<file path="config.mk">
export PLATFORM = sky130hd
export DESIGN_NAME = prils_norm
export DESIGN_NICKNAME = d
export VERILOG_FILES = /design/src/rtl/prils_pkg.sv /design/src/rtl/prils_pe16.sv /design/src/rtl/prils_norm.sv
export SDC_FILE = /design/constraint.sdc
export NUM_CORES = 1
export LEC_CHECK = 0
export BUFFER_PORTS_ARGS = -buffer_cell sky130_fd_sc_hd__buf_2
export CAP_MARGIN = 20
export CORE_MARGIN = 2
export CORE_UTILIZATION = 50
export CTS_BUF_LIST = sky130_fd_sc_hd__clkbuf_8
export CTS_CLUSTER_SIZE = 25
export DETAILED_ROUTE_END_ITERATION = 7
export PLACE_DENSITY = 0.78
export SLEW_MARGIN = 20
export SYNTH_ARGS = -nofsm -noshare
export SYNTH_HDL_FRONTEND = slang
export SYNTH_SLANG_ARGS = --single-unit
</file>
<file path="constraint.sdc">
create_clock -name clk -period 3.7 [get_ports clk]
set_clock_uncertainty 0.1 [all_clocks]
set_input_delay 0.74 -clock clk [delete_from_list [all_inputs] [get_ports clk]]
set_output_delay 0.74 -clock clk [all_outputs]
set_load 0.02 [all_outputs]
</file>
<file path="src/rtl/prils_pkg.sv">
// prils_pkg: shared constants and types for the prils_norm normalizer.
//   WIDTH_DEF / STEP_DEF / LZW_DEF : default datapath, priority-encoder and
//                                    leading-zero-count widths
//   state_t, IDLE/SHIFT/DONE       : 2-bit FSM encoding
//   lzc_t                          : leading-zero count at the default width
package prils_pkg;

  localparam int unsigned WIDTH_DEF = 64;
  localparam int unsigned STEP_DEF  = 16;
  localparam int unsigned LZW_DEF   = 7;

  typedef logic [1:0] state_t;

  localparam state_t IDLE  = 2'd0;
  localparam state_t SHIFT = 2'd1;
  localparam state_t DONE  = 2'd2;

  typedef logic [LZW_DEF-1:0] lzc_t;

endpackage

</file>
<file path="src/rtl/prils_pe16.sv">
// prils_pe16: combinational leading-zero priority encoder over STEP bits.
//   bits     in  STEP  slice to examine, bit STEP-1 is the most significant
//   count    out CW    number of leading zeros, 0..STEP (STEP when all zero)
//   all_zero out 1     every bit of the slice is zero
module prils_pe16 #(
  parameter int unsigned STEP = 16,
  parameter int unsigned CW   = $clog2(STEP + 1)
) (
  input  logic [STEP-1:0] bits,
  input  logic            unused_tie,
  output logic [CW-1:0]   count,
  output logic            all_zero
);

  // Scan upward so the highest set bit is the last one to write count.
  always_comb begin
    count = CW'(STEP);
    for (int unsigned i = 0; i < STEP; i++) begin
      if (bits[i]) begin
        count = CW'(STEP - 1 - i);
      end
    end
    all_zero = (bits == '0) | (unused_tie & 1'b0);
  end

endmodule

</file>
<file path="src/rtl/prils_norm.sv">
// prils_norm: iterative mantissa normalizer. Strips leading zeros STEP bits
// per cycle and left-shifts the operand until its MSB is 1.
//   clk      in   1      clock, rising edge
//   reset    in   1      synchronous active-high reset
//   fpuhold  in   1      global stall, freezes all state
//   start    in   1      request to normalize din (accepted in IDLE only)
//   din      in   WIDTH  operand
//   lsdprec  in   1      single precision: only the upper half is examined
//   busy     out  1      high in SHIFT and DONE
//   done     out  1      high in DONE, result valid
//   dout     out  WIDTH  normalized mantissa
//   lzc      out  LZW    total left shift applied
//   zero     out  1      examined operand was all zeros
// Optional build macro PRILS_NORM_MAXSHIFT_EN adds:
//   maxshift in   LZW    upper bound on lzc, captured on start
//   limited  out  1      the bound stopped normalization early
module prils_norm
  import prils_pkg::*;
#(
  parameter int unsigned WIDTH = WIDTH_DEF,
  parameter int unsigned STEP  = STEP_DEF,
  parameter int unsigned LZW   = LZW_DEF
) (
  input  logic             clk,
  input  logic             reset,
  input  logic             fpuhold,
  input  logic             start,
  input  logic [WIDTH-1:0] din,
  input  logic             lsdprec,
`ifdef PRILS_NORM_MAXSHIFT_EN
  input  logic [LZW-1:0]   maxshift,
  output logic             limited,
`endif
  output logic             busy,
  output logic             done,
  output logic [WIDTH-1:0] dout,
  output logic [LZW-1:0]   lzc,
  output logic             zero
);

  localparam int unsigned CW = $clog2(STEP + 1);
  localparam logic [WIDTH-1:0] HI_MASK = {{(WIDTH/2){1'b1}}, {(WIDTH/2){1'b0}}};
  localparam logic [LZW-1:0] LZ_FULL = LZW'(WIDTH);
  localparam logic [LZW-1:0] LZ_HALF = LZW'(WIDTH / 2);

  state_t           state;
  logic [WIDTH-1:0] work;
  logic [LZW-1:0]   acc;

  logic [WIDTH-1:0] captured;
  logic             captured_zero;
  logic [CW-1:0]    pe_count;
  logic             pe_zero;
  logic [LZW-1:0]   step_amt;
  logic [LZW-1:0]   shamt;
  logic [WIDTH-1:0] shifted;
  logic             finish_shift;

  // Single precision never needs the captured flag later: the masked lower
  // half is zero and the upper half is nonzero, so lzc stays <= WIDTH/2.
  assign captured      = lsdprec ? (din & HI_MASK) : din;
  assign captured_zero = (captured == '0);

  prils_pe16 #(
    .STEP (STEP),
    .CW   (CW)
  ) u_pe (
    .bits       (work[WIDTH-1 -: STEP]),
    .unused_tie (1'b0),
    .count      (pe_count),
    .all_zero   (pe_zero)
  );

  assign step_amt = pe_zero ? LZW'(STEP) : LZW'(pe_count);

`ifdef PRILS_NORM_MAXSHIFT_EN
  logic [LZW-1:0] max_q;
  logic [LZW-1:0] room;
  logic           clamp;

  // An all-zero window that exactly uses up the remaining room also ends the
  // operation, since no further shift would be allowed.
  always_comb begin
    room         = max_q - acc;
    clamp        = pe_zero ? (step_amt >= room) : (step_amt > room);
    shamt        = clamp ? room : step_amt;
    finish_shift = ~pe_zero | clamp;
  end
`else
  always_comb begin
    shamt        = step_amt;
    finish_shift = ~pe_zero;
  end
`endif

  assign shifted = work << shamt;

  always_ff @(posedge clk) begin
    if (reset) begin
      state <= IDLE;
      work  <= '0;
      acc   <= '0;
      zero  <= 1'b0;
`ifdef PRILS_NORM_MAXSHIFT_EN
      max_q   <= '0;
      limited <= 1'b0;
`endif
    end else if (!fpuhold) begin
      case (state)
        IDLE: begin
          if (start) begin
            work  <= captured;
            zero  <= captured_zero;
            acc   <= captured_zero ? (lsdprec ? LZ_HALF : LZ_FULL) : '0;
            state <= captured_zero ? DONE : SHIFT;
`ifdef PRILS_NORM_MAXSHIFT_EN
            max_q   <= maxshift;
            limited <= 1'b0;
`endif
          end
        end
        SHIFT: begin
          work <= shifted;
          acc  <= acc + shamt;
          if (finish_shift) begin
            state <= DONE;
          end
`ifdef PRILS_NORM_MAXSHIFT_EN
          if (clamp) begin
            limited <= ~shifted[WIDTH-1];
          end
`endif
        end
        DONE: begin
          state <= IDLE;
        end
        default: begin
          state <= IDLE;
        end
      endcase
    end
  end

  assign busy = (state == SHIFT) || (state == DONE);
  assign done = (state == DONE);
  assign dout = work;
  assign lzc  = acc;

endmodule

</file>
# Word-level counts from Yosys, hierarchy flattened
# Cells that the tools add are included.
[word_totals]
reg_bits = 74
inputBits = 69
output_inout_bits = 74
elab_cells = 47
[op_classes]
n_addsub = 1
n_eq_ne = 4
n_shift = 1
muxes = 28
bitwise_logic = 1
reduce_logical = 8
[ops]
columns = ["op", "count"]
rows = [
  ["64-bit one-hot mux with 2 select lines", 1],
  ["5-bit 2-to-1 mux", 17],
  ["64-bit logical NOT", 1],
  ["64-bit 2-to-1 mux", 1],
  ["64-bit by 5-bit left shift with 64-bit output", 1],
  ["32-bit 2-to-1 mux", 1],
  ["7-bit 2-to-1 mux", 3],
  ["16-bit logical NOT", 1],
  ["7-bit one-hot mux with 2 select lines", 1],
  ["3-bit AND reduction", 3],
  ["7-bit by 5-bit adder with 7-bit output", 1],
  ["2-bit 2-to-1 mux", 3],
  ["2-bit != test, second input constant", 2],
  ["2-bit one-hot mux with 2 select lines", 1],
  ["2-bit by 1-bit equality test with 1-bit output, second input constant", 1],
  ["2-bit equality test, second input constant", 1],
  ["2-bit logical NOT", 1],
  ["2-bit nonzero test", 1],
  ["1-bit logical OR", 1],
  ["1-bit inverter", 1],
]

# Logic depth before layout (Yosys ltp)
# Gate-level depths: netlist (run 1).
[depth]
ltp_word = 19
mapped_depth = 18
ltp_nobuf = 14

# Modules after synthesis
# A second synthesis (run 1) with hierarchy kept.
[hier_totals]
cells_unflattened = 1031
area_unflattened_um2 = 8069.0
[modules_own_cells]
columns = ["module", "n_inst", "cells_each", "area_per_inst_um2", "seq_area_each_um2"]
rows = [
  ["prils_norm", 1, 998, 7862.5, 1481.4],
  ["prils_pe16", 1, 33, 206.4, 0.0],
]

# Least setup slack after synthesis (run 1)
# Ideal clock, no wire load.
[synth_timing]
path_kind = "flip-flop to flip-flop"
startpoint = "reg work[60], in the netlist dout[60]"
endpoint = "reg acc[6], in the netlist lzc[6]"
setup_ns = 0.132
t_arrival_ns = 3.568
t_required_ns = 3.468
path_slack_ns = -0.099
stages_incl_launch_ff = 19
n_path_buf = 4
synth_period_minus_slack_ns = 3.799
path_cell_list = "dfxtp_1 -> buf_2 -> nor4_4 -> nand4_4 -> clkinv_4 -> a211o_1 -> buf_2 -> inv_2 -> buf_2 -> buf_2 -> ha_1 -> fa_1 -> a21o_1 -> a21oi_1 -> nor2b_1 -> o21ai_0 -> xnor2_1 -> a211oi_1 -> nor3_1"
[synth_via]
elab_chain_cells = 7
word_cells_on_any_way = 8
cone_classes = "add/sub (1); mux (6); reduce/logical (1)"
[synth_lines]
columns = ["item", "line_no", "text"]
rows = [
  ["from (decl)", "prils_norm.sv:47", "logic [WIDTH-1:0] work;"],
  ["from (signal assigned)", "prils_norm.sv:112", "work <= captured;"],
  ["from (signal assigned)", "prils_norm.sv:123", "work <= shifted;"],
  ["5-bit 2-to-1 mux (4 in a row)", "prils_pe16.sv:19", "if (bits[i]) begin"],
  ["5-bit 2-to-1 mux *", "prils_norm.sv:74", "assign step_amt = pe_zero ? LZW'(STEP) : LZW'(pe_count);"],
  ["7-bit by 5-bit adder with 7-bit output *", "prils_norm.sv:124", "acc <= acc + shamt;"],
  ["7-bit one-hot mux with 2 select lines *", "prils_norm.sv:109", "case (state)"],
  ["to (signal assigned)", "prils_norm.sv:114", "acc <= captured_zero ? (lsdprec ? LZ_HALF : LZ_FULL) : '0;"],
  ["to (signal assigned)", "prils_norm.sv:124", ""],
  ["to (decl)", "prils_norm.sv:48", "logic [LZW-1:0] acc;"],
]
# Every way passes the cells marked *; elsewhere a longest branch is shown, timed or not.
# A chain may end at the register's enable or synchronous reset.

# Worst setup path after layout (run 1)
[layout_timing]
startpoint = "reg work[49], in the netlist dout[49]"
endpoint = "reg work[54], in the netlist dout[54]"
[layout_via]
elab_chain_cells = 18
word_cells_on_any_way = 19
cone_classes = "shift (1); mux (17); reduce/logical (1)"
[layout_lines]
columns = ["item", "line_no", "text"]
rows = [
  ["5-bit 2-to-1 mux (15 in a row)", "prils_pe16.sv:19", ""],
  ["5-bit 2-to-1 mux", "prils_norm.sv:74", ""],
  ["64-bit by 5-bit left shift with 64-bit output *", "prils_norm.sv:96", "assign shifted = work << shamt;"],
  ["64-bit one-hot mux with 2 select lines *", "prils_norm.sv:109", ""],
]
# Marked as above.

==> impl_metrics.toml, run 1 <==
[clock_tree]
clock_latency_ns = 0.38
clock-sinks = 74
cts_max_path_buffers = 2
clkTransAtPathRegs_ns = 0.09
cts_made_buffers = 9
cts-root-buf = "clkbuf_8"
cts_htree_levels = 3
cts_tree = "built"

[yosys]
synth_area_leaders = "dfxtp_1 (20%), a211oi_1 (8.9%), nor2_1 (6.5%), o21ai_0 (5.6%), mux4_2 (4.9%)"
syn_nets = 1085
synth_edf_count = 0
syn_area_um2 = 7365
synth_compound_area_frac = 0.3583
synth_fa_ha_area_frac = 0.01631
synth.area.mux_share = 0.1001
ys_types = 69
synth_top_family_by_area = "compound AO/OA/AOI/OAI gates"
synth_cells = 1007
yosys.area.top_type_share = 0.2012
syn_avg_cell_area_um2 = 7.313
synth_warnings = 0
synthXorXnorAreaFrac = 0.004757
ys_seq_area_frac = 0.2012
synth_ff_type = "dfxtp_1"
ys_async_sr_fraction = 0
synth_seq_cells = 74
yosysTopAreaCell = "dfxtp_1"
synth_simple_gate_area_share = 0.2528

[drt]
drt_iter0_drc = 1764
vias = 9722
drc = 0
finalWirelength_um = 34540
vias_per_cell = 7.427
ant_nets = 0
firstDrtPassIters = 7
avgRoutedWirePerCell_um = 26.39

[setup_path]
critPathTopFamily = "compound AO/OA/AOI/OAI gates"
cp_slowest_cell = "dfxtp_1"
arrival_ns = 3.63
cp-start-kind = "register"
path_cells = "nor4_2 > buf_4 > nand4_4 > clkinv_4 > nor3_4 > buf_12 > a22oi_1 > nor2_1 > o21ai_0 > a221oi_1 > a311oi_1"
crit_fanout = 48
required_ns = 3.81
cp_num_buf_inv = 3
worstReg2RegStart = "dout[49]$_SDFFE_PP0P_"
reg2reg_to = "dout[54]$_SDFFE_PP0P_"
endpoint_kind = "register"
regToRegSetupSlack_ns = 0.18
slowest_delay_ns = 0.52
worst-r2r-cell-count = 11
criticalPathCategory = "register to register"

[die]
row_count = 44
initial_core_util = 0.5086
core-area_um2 = 14480
dieWidth_um = 125.4
io_pins = 143
die_h_um = 125.4
dieArea_um2 = 15720

[pwr]
p_leak_nw = 3.411
power_density_nw_per_um2 = 527.4
ir_worst_vdd_mv = 0.4026

[finish]
finalNonFillerCells = 1309
final_cell_area_um2 = 8690
final_common_cell = "buf_2"
diodes = 0
fillCellCount = 1411
drive_gt1_frac = 0.2302
layout_common_cells = "buf_2 (142), nor2_1 (127), a211oi_1 (87), o21ai_0 (82), dfxtp_1 (74)"
area_delta_synth_final_pct = 17.99
final_nets = 1198

[hold_path]
hold_path.startpoint = "zero$_SDFFE_PP0P_"
whs_path_depth = 2
min_to = "zero$_SDFFE_PP0P_"
hold_path.class = "register to register"

[global_routing]
grt_usage = 0.4242
grt_pass1_vias = 8767
grt_overflow = 0
grt_start_max_net_pins = 64
antenna_found_initial = 0
grt_pass1_wl_um = 52320

[sta]
fmax_mhz = 284.5
setup_viol = 0
finalSetupTns_ns = 0
rsz0062_at_grt = "no"
min_period_over_period = 0.9501
tightest_slew_ns = 1.020
finalHoldViolCount = 0
max-slew-margin-rel = 0.3199
fin_crit_ns = 3.515
finalMaxSlewViolations = 0

[placed_design]
io_buffers = 142
hpwl_um = 24950
placedCellCount = 1293
gp_congestion = 1.028
placed_area_um2 = 8429

[run]
maxCapViolations = 0

[status]
outcome = "finished clean"
## tightest hold or removal path, delay by kind of cell, from the launching register on
kind           cells  cell delay [ns]
AO/OA/AOI/OAI      2             0.13
flip-flops         1             0.32
## worst max-delay path by stage
stage / startpoint / to / slack [ns] / cells after the start
after detailed placement: dout[56]$_SDFFE_PP0P_ / lzc[6]$_SDFFE_PP0P_ / 0.19 / 14
after global routing: dout[49]$_SDFFE_PP0P_ / lzc[5]$_SDFFE_PP0P_ / 0.06 / 14
after floorplan: dout[62]$_SDFFE_PP0P_ / lzc[6]$_SDFFE_PP0P_ / 0.03 / 18
after global placement: dout[56]$_SDFFE_PP0P_ / lzc[6]$_SDFFE_PP0P_ / 0.29 / 14
final: dout[49]$_SDFFE_PP0P_ / dout[54]$_SDFFE_PP0P_ / 0.18 / 11
after CTS: dout[56]$_SDFFE_PP0P_ / lzc[6]$_SDFFE_PP0P_ / 0.18 / 14
## report_power, final
part / internal, mW / switching, mW / total [mW]
Sequential: 0.863 / 0.118 / 0.982
Combinational: 0.917 / 1.86 / 2.77
Clock: 0.464 / 0.364 / 0.828
Total: 2.24 / 2.34 / 4.58
## synthesized netlist by cell type, drive strengths merged, types with 9 or more instances
master    n
nor2    128
a211oi   89
o21ai    86
dfxtp    74
clkbuf   63
nor3     61
a21oi    57
nand2    47
buf      36
mux2i    32
a22oi    28
nand3    26
a221oi   25
and3     24
a311oi   21
nor4     21
nand4    19
mux4     16
o211ai   16
and2     14
inv      14
a31oi    10
or3       9
## registers in the layout (all words and copies together) (netlist names)
name	cells
lzc	7
dout	64
state	2
zero	1
## repair_timing
action                                  in CTS  in global routing
gates resized for setup                      0                  2
endpoints found under the setup margin       0                  1
setup buffers                                0                  0
hold buffers                                 0                  0
## metrics by stage
stage / utilization / hold WS, ns / power [mW] / worst slack, ns
finish: 0.6002 / 0.3921 / 4.583 / 0.1846
global route: 0.6002 / 0.4449 / 4.753 / 0.06453
CTS: 0.5990 / 0.3980 / 4.449 / 0.1767
detailed placement: 0.5822 / 0.3867 / 3.637 / 0.1949
global placement: 0.5822 / 0.3662 / 3.639 / 0.2941
floorplan: - / 0.3821 / 2.730 / 0.02668
## logic make-up after synthesis
family | count (synthesis)
xor+xnor | 4
compound gates | 384
flops | 74
simple gates | 369
mux | 53
buf+inv | 114
fa+ha+maj | 9
## layer usage
| metal | GRT usage | vias to the layer above | wire length [um] |
|---|---|---|---|
| li1 | - | 4180 | - |
| met1 | 0.5566 | 4551 | 13140 |
| met2 | 0.6614 | 834 | 15150 |
| met3 | 0.1078 | 157 | 4459 |
| met4 | 0.1856 | 0 | 1783 |
| met5 | 0 | - | 0 |
## layout make-up
cell class	instances	area [um2]	share of cell area
multi-input cells	819	5444	0.6265
flip-flops and latches	74	1481	0.1705
repair buffers	201	1229	0.1414
well taps	184	230.2	0.02649
clock buffers	10	137.6	0.01584
clock inverters	6	106.4	0.01224
inverters	15	61.31	0.007055
Note: power is estimated with default switching activity, not from simulation.
==> run 2: changes to the inputs <==
--- a/config.mk
+++ b/config.mk
@@ -7,9 +7,9 @@
 export LEC_CHECK = 0
 export BUFFER_PORTS_ARGS = -buffer_cell sky130_fd_sc_hd__buf_2
 export CAP_MARGIN = 20
-export CORE_MARGIN = 2
+export CORE_MARGIN = 5
 export CORE_UTILIZATION = 50
-export CTS_BUF_LIST = sky130_fd_sc_hd__clkbuf_8
+export CTS_BUF_LIST = sky130_fd_sc_hd__clkbuf_16
 export CTS_CLUSTER_SIZE = 25
 export DETAILED_ROUTE_END_ITERATION = 7
 export PLACE_DENSITY = 0.78
==> impl_metrics.toml, run 2 (synthesis results as in run 1) <==
[finish]
multiInputGateArea_um2 = 5436
area_delta_synth_final_pct = 16.26
final_nets = 1183
drive_gt1_frac = 0.2207
largest_register_ffs = 64
ff_latch_area_um2 = 1481
final_common_cell = "buf_2"
finalNonFillerCells = 1294
layout_common_cells = "buf_2 (142), nor2_1 (127), a211oi_1 (87), o21ai_0 (82), dfxtp_1 (74)"
diodes = 0
fillCellCount = 1376

[die]
initial_core_util = 0.5086
io_pins = 143
core-area_um2 = 14480
row_count = 44
dieWidth_um = 131.4
die_h_um = 131.4
dieArea_um2 = 17260

[global_routing]
grt_pass1_wl_um = 51490
grt_start_max_net_pins = 65
antenna_found_initial = 0
grt_usage = 0.3601
grt_pass1_vias = 9231
grt_overflow = 0

[sta]
max-slew-margin-rel = 0.2564
fin_crit_ns = 3.506
finalSetupTns_ns = 0
finalHoldViolCount = 0
rsz0062_at_grt = "no"
tightest_slew_ns = 1.111
finalMaxSlewViolations = 0
setup_viol = 0
fmax_mhz = 285.3
hold-worst-slack_ns = 0.3718
min_period_over_period = 0.9475

[drt]
firstDrtPassIters = 8
avgRoutedWirePerCell_um = 25.34
drt_iter0_drc = 2048
finalWirelength_um = 32790
vias = 9818
drc = 1
ant_nets = 0
vias_per_cell = 7.587

[hold_path]
hold_path.class = "register to register"

[setup_path]
crit_fanout = 34
required_ns = 3.86
slowest_delay_ns = 0.51
criticalPathCategory = "register to register"
endpoint_kind = "register"
cp-start-kind = "register"
arrival_ns = 3.67
cp_slowest_cell = "nor4_2"
path_cells = "nor4_2 > nand4_4 > clkinv_4 > nor3_4 > nand2_8 > inv_1 > fa_1 > a21o_1 > a21oi_2 > nor2b_1 > o21ai_1 > xnor2_1 > a211oi_1 > nor3_1"

[pwr]
pwr-share-seq = 0.220
intPower_mw = 2.217
power_density_nw_per_um2 = 525.5
switchingPower_mw = 2.283
ir_worst_vdd_mv = 0.3159
swShare = 0.5073
p_leak_nw = 3.331
power_frac_clock = 0.198
pwr-share-comb = 0.582

[status]
outcome = "finished, violations left"
violations = "design-rule violations"

[clock_tree]
cts_max_path_buffers = 2
clkTransAtPathRegs_ns = 0.06
cts-root-buf = "clkbuf_16"
ctsHoldBuffers = 0
clock_latency_ns = 0.36
cts_tree = "built"
cts_made_buffers = 9
cts_htree_levels = 3
clock-sinks = 74

[placed_design]
hpwl_um = 23010
placedCellCount = 1276
io_buffers = 142
gp_congestion = 1.065

[run]
maxCapViolations = 0
-- run 2: final cells by class --
class | count | area share
clock buffer | 9 | 0.02630
clock inverter | 7 | 0.007161
inverter | 15 | 0.007161
multi-input combinational | 819 | 0.6350
sequential | 74 | 0.1730
tap | 184 | 0.02689
timing repair buffer | 186 | 0.1245
-- run 2: per-stage QoR --
step / power (mW) / instance area (um2) / utilization / setup WS, ns
after floorplan: 2.730 / 7373 / - / 0.02668
after global placement: 3.434 / 8252 / 0.5699 / 0.4246
after detailed placement: 3.466 / 8252 / 0.5699 / 0.2752
after CTS: 4.350 / 8538 / 0.5897 / 0.1793
after global routing: 4.656 / 8562 / 0.5913 / 0.01348
final: 4.500 / 8562 / 0.5913 / 0.1944
-- run 2: metal layers --
metal / global-route usage / share of wire
met5: 0 / 0
met4: 0.1760 / 0.066
met3: 0.1051 / 0.15
met2: 0.5449 / 0.42
met1: 0.4697 / 0.36
-- run 2: worst max-delay path: cells and delay by family, from the launching register on --
kind	cells	cell delay [ns]
adders and majority gates	1	0.44
AOI/OAI and AO/OA	4	0.59
buffers and inverters	2	0.36
and+or+nand+nor	6	1.35
xor gates and xnor gates	1	0.15
DFF	1	0.40
-- run 2: repair_timing --
item	in CTS	in global routing
setup endpoints to repair	0	2
setup buffers	0	2
resized for setup	0	1
-- run 2: worst paths after layout --
check	from	endpoint	slack [ns]	cells after the start
worst max-delay path	dout[57]$_SDFFE_PP0P_	lzc[6]$_SDFFE_PP0P_	0.19	14
worst min-delay path	zero$_SDFFE_PP0P_	zero$_SDFFE_PP0P_	0.37	2
worst max register to register	dout[57]$_SDFFE_PP0P_	lzc[6]$_SDFFE_PP0P_	0.19	14
worst min register to register	zero$_SDFFE_PP0P_	zero$_SDFFE_PP0P_	0.37	2
-- run 2: power by group through the flow --
stage | Clock [mW] | Sequential [mW] | Combinational (mW)
after floorplan | 0 | 1.03 | 1.70
after global placement | 0 | 0.993 | 2.44
after detailed placement | 0 | 0.994 | 2.47
after CTS | 0.887 | 0.976 | 2.49
after global routing | 0.912 | 0.991 | 2.75
final | 0.890 | 0.989 | 2.62
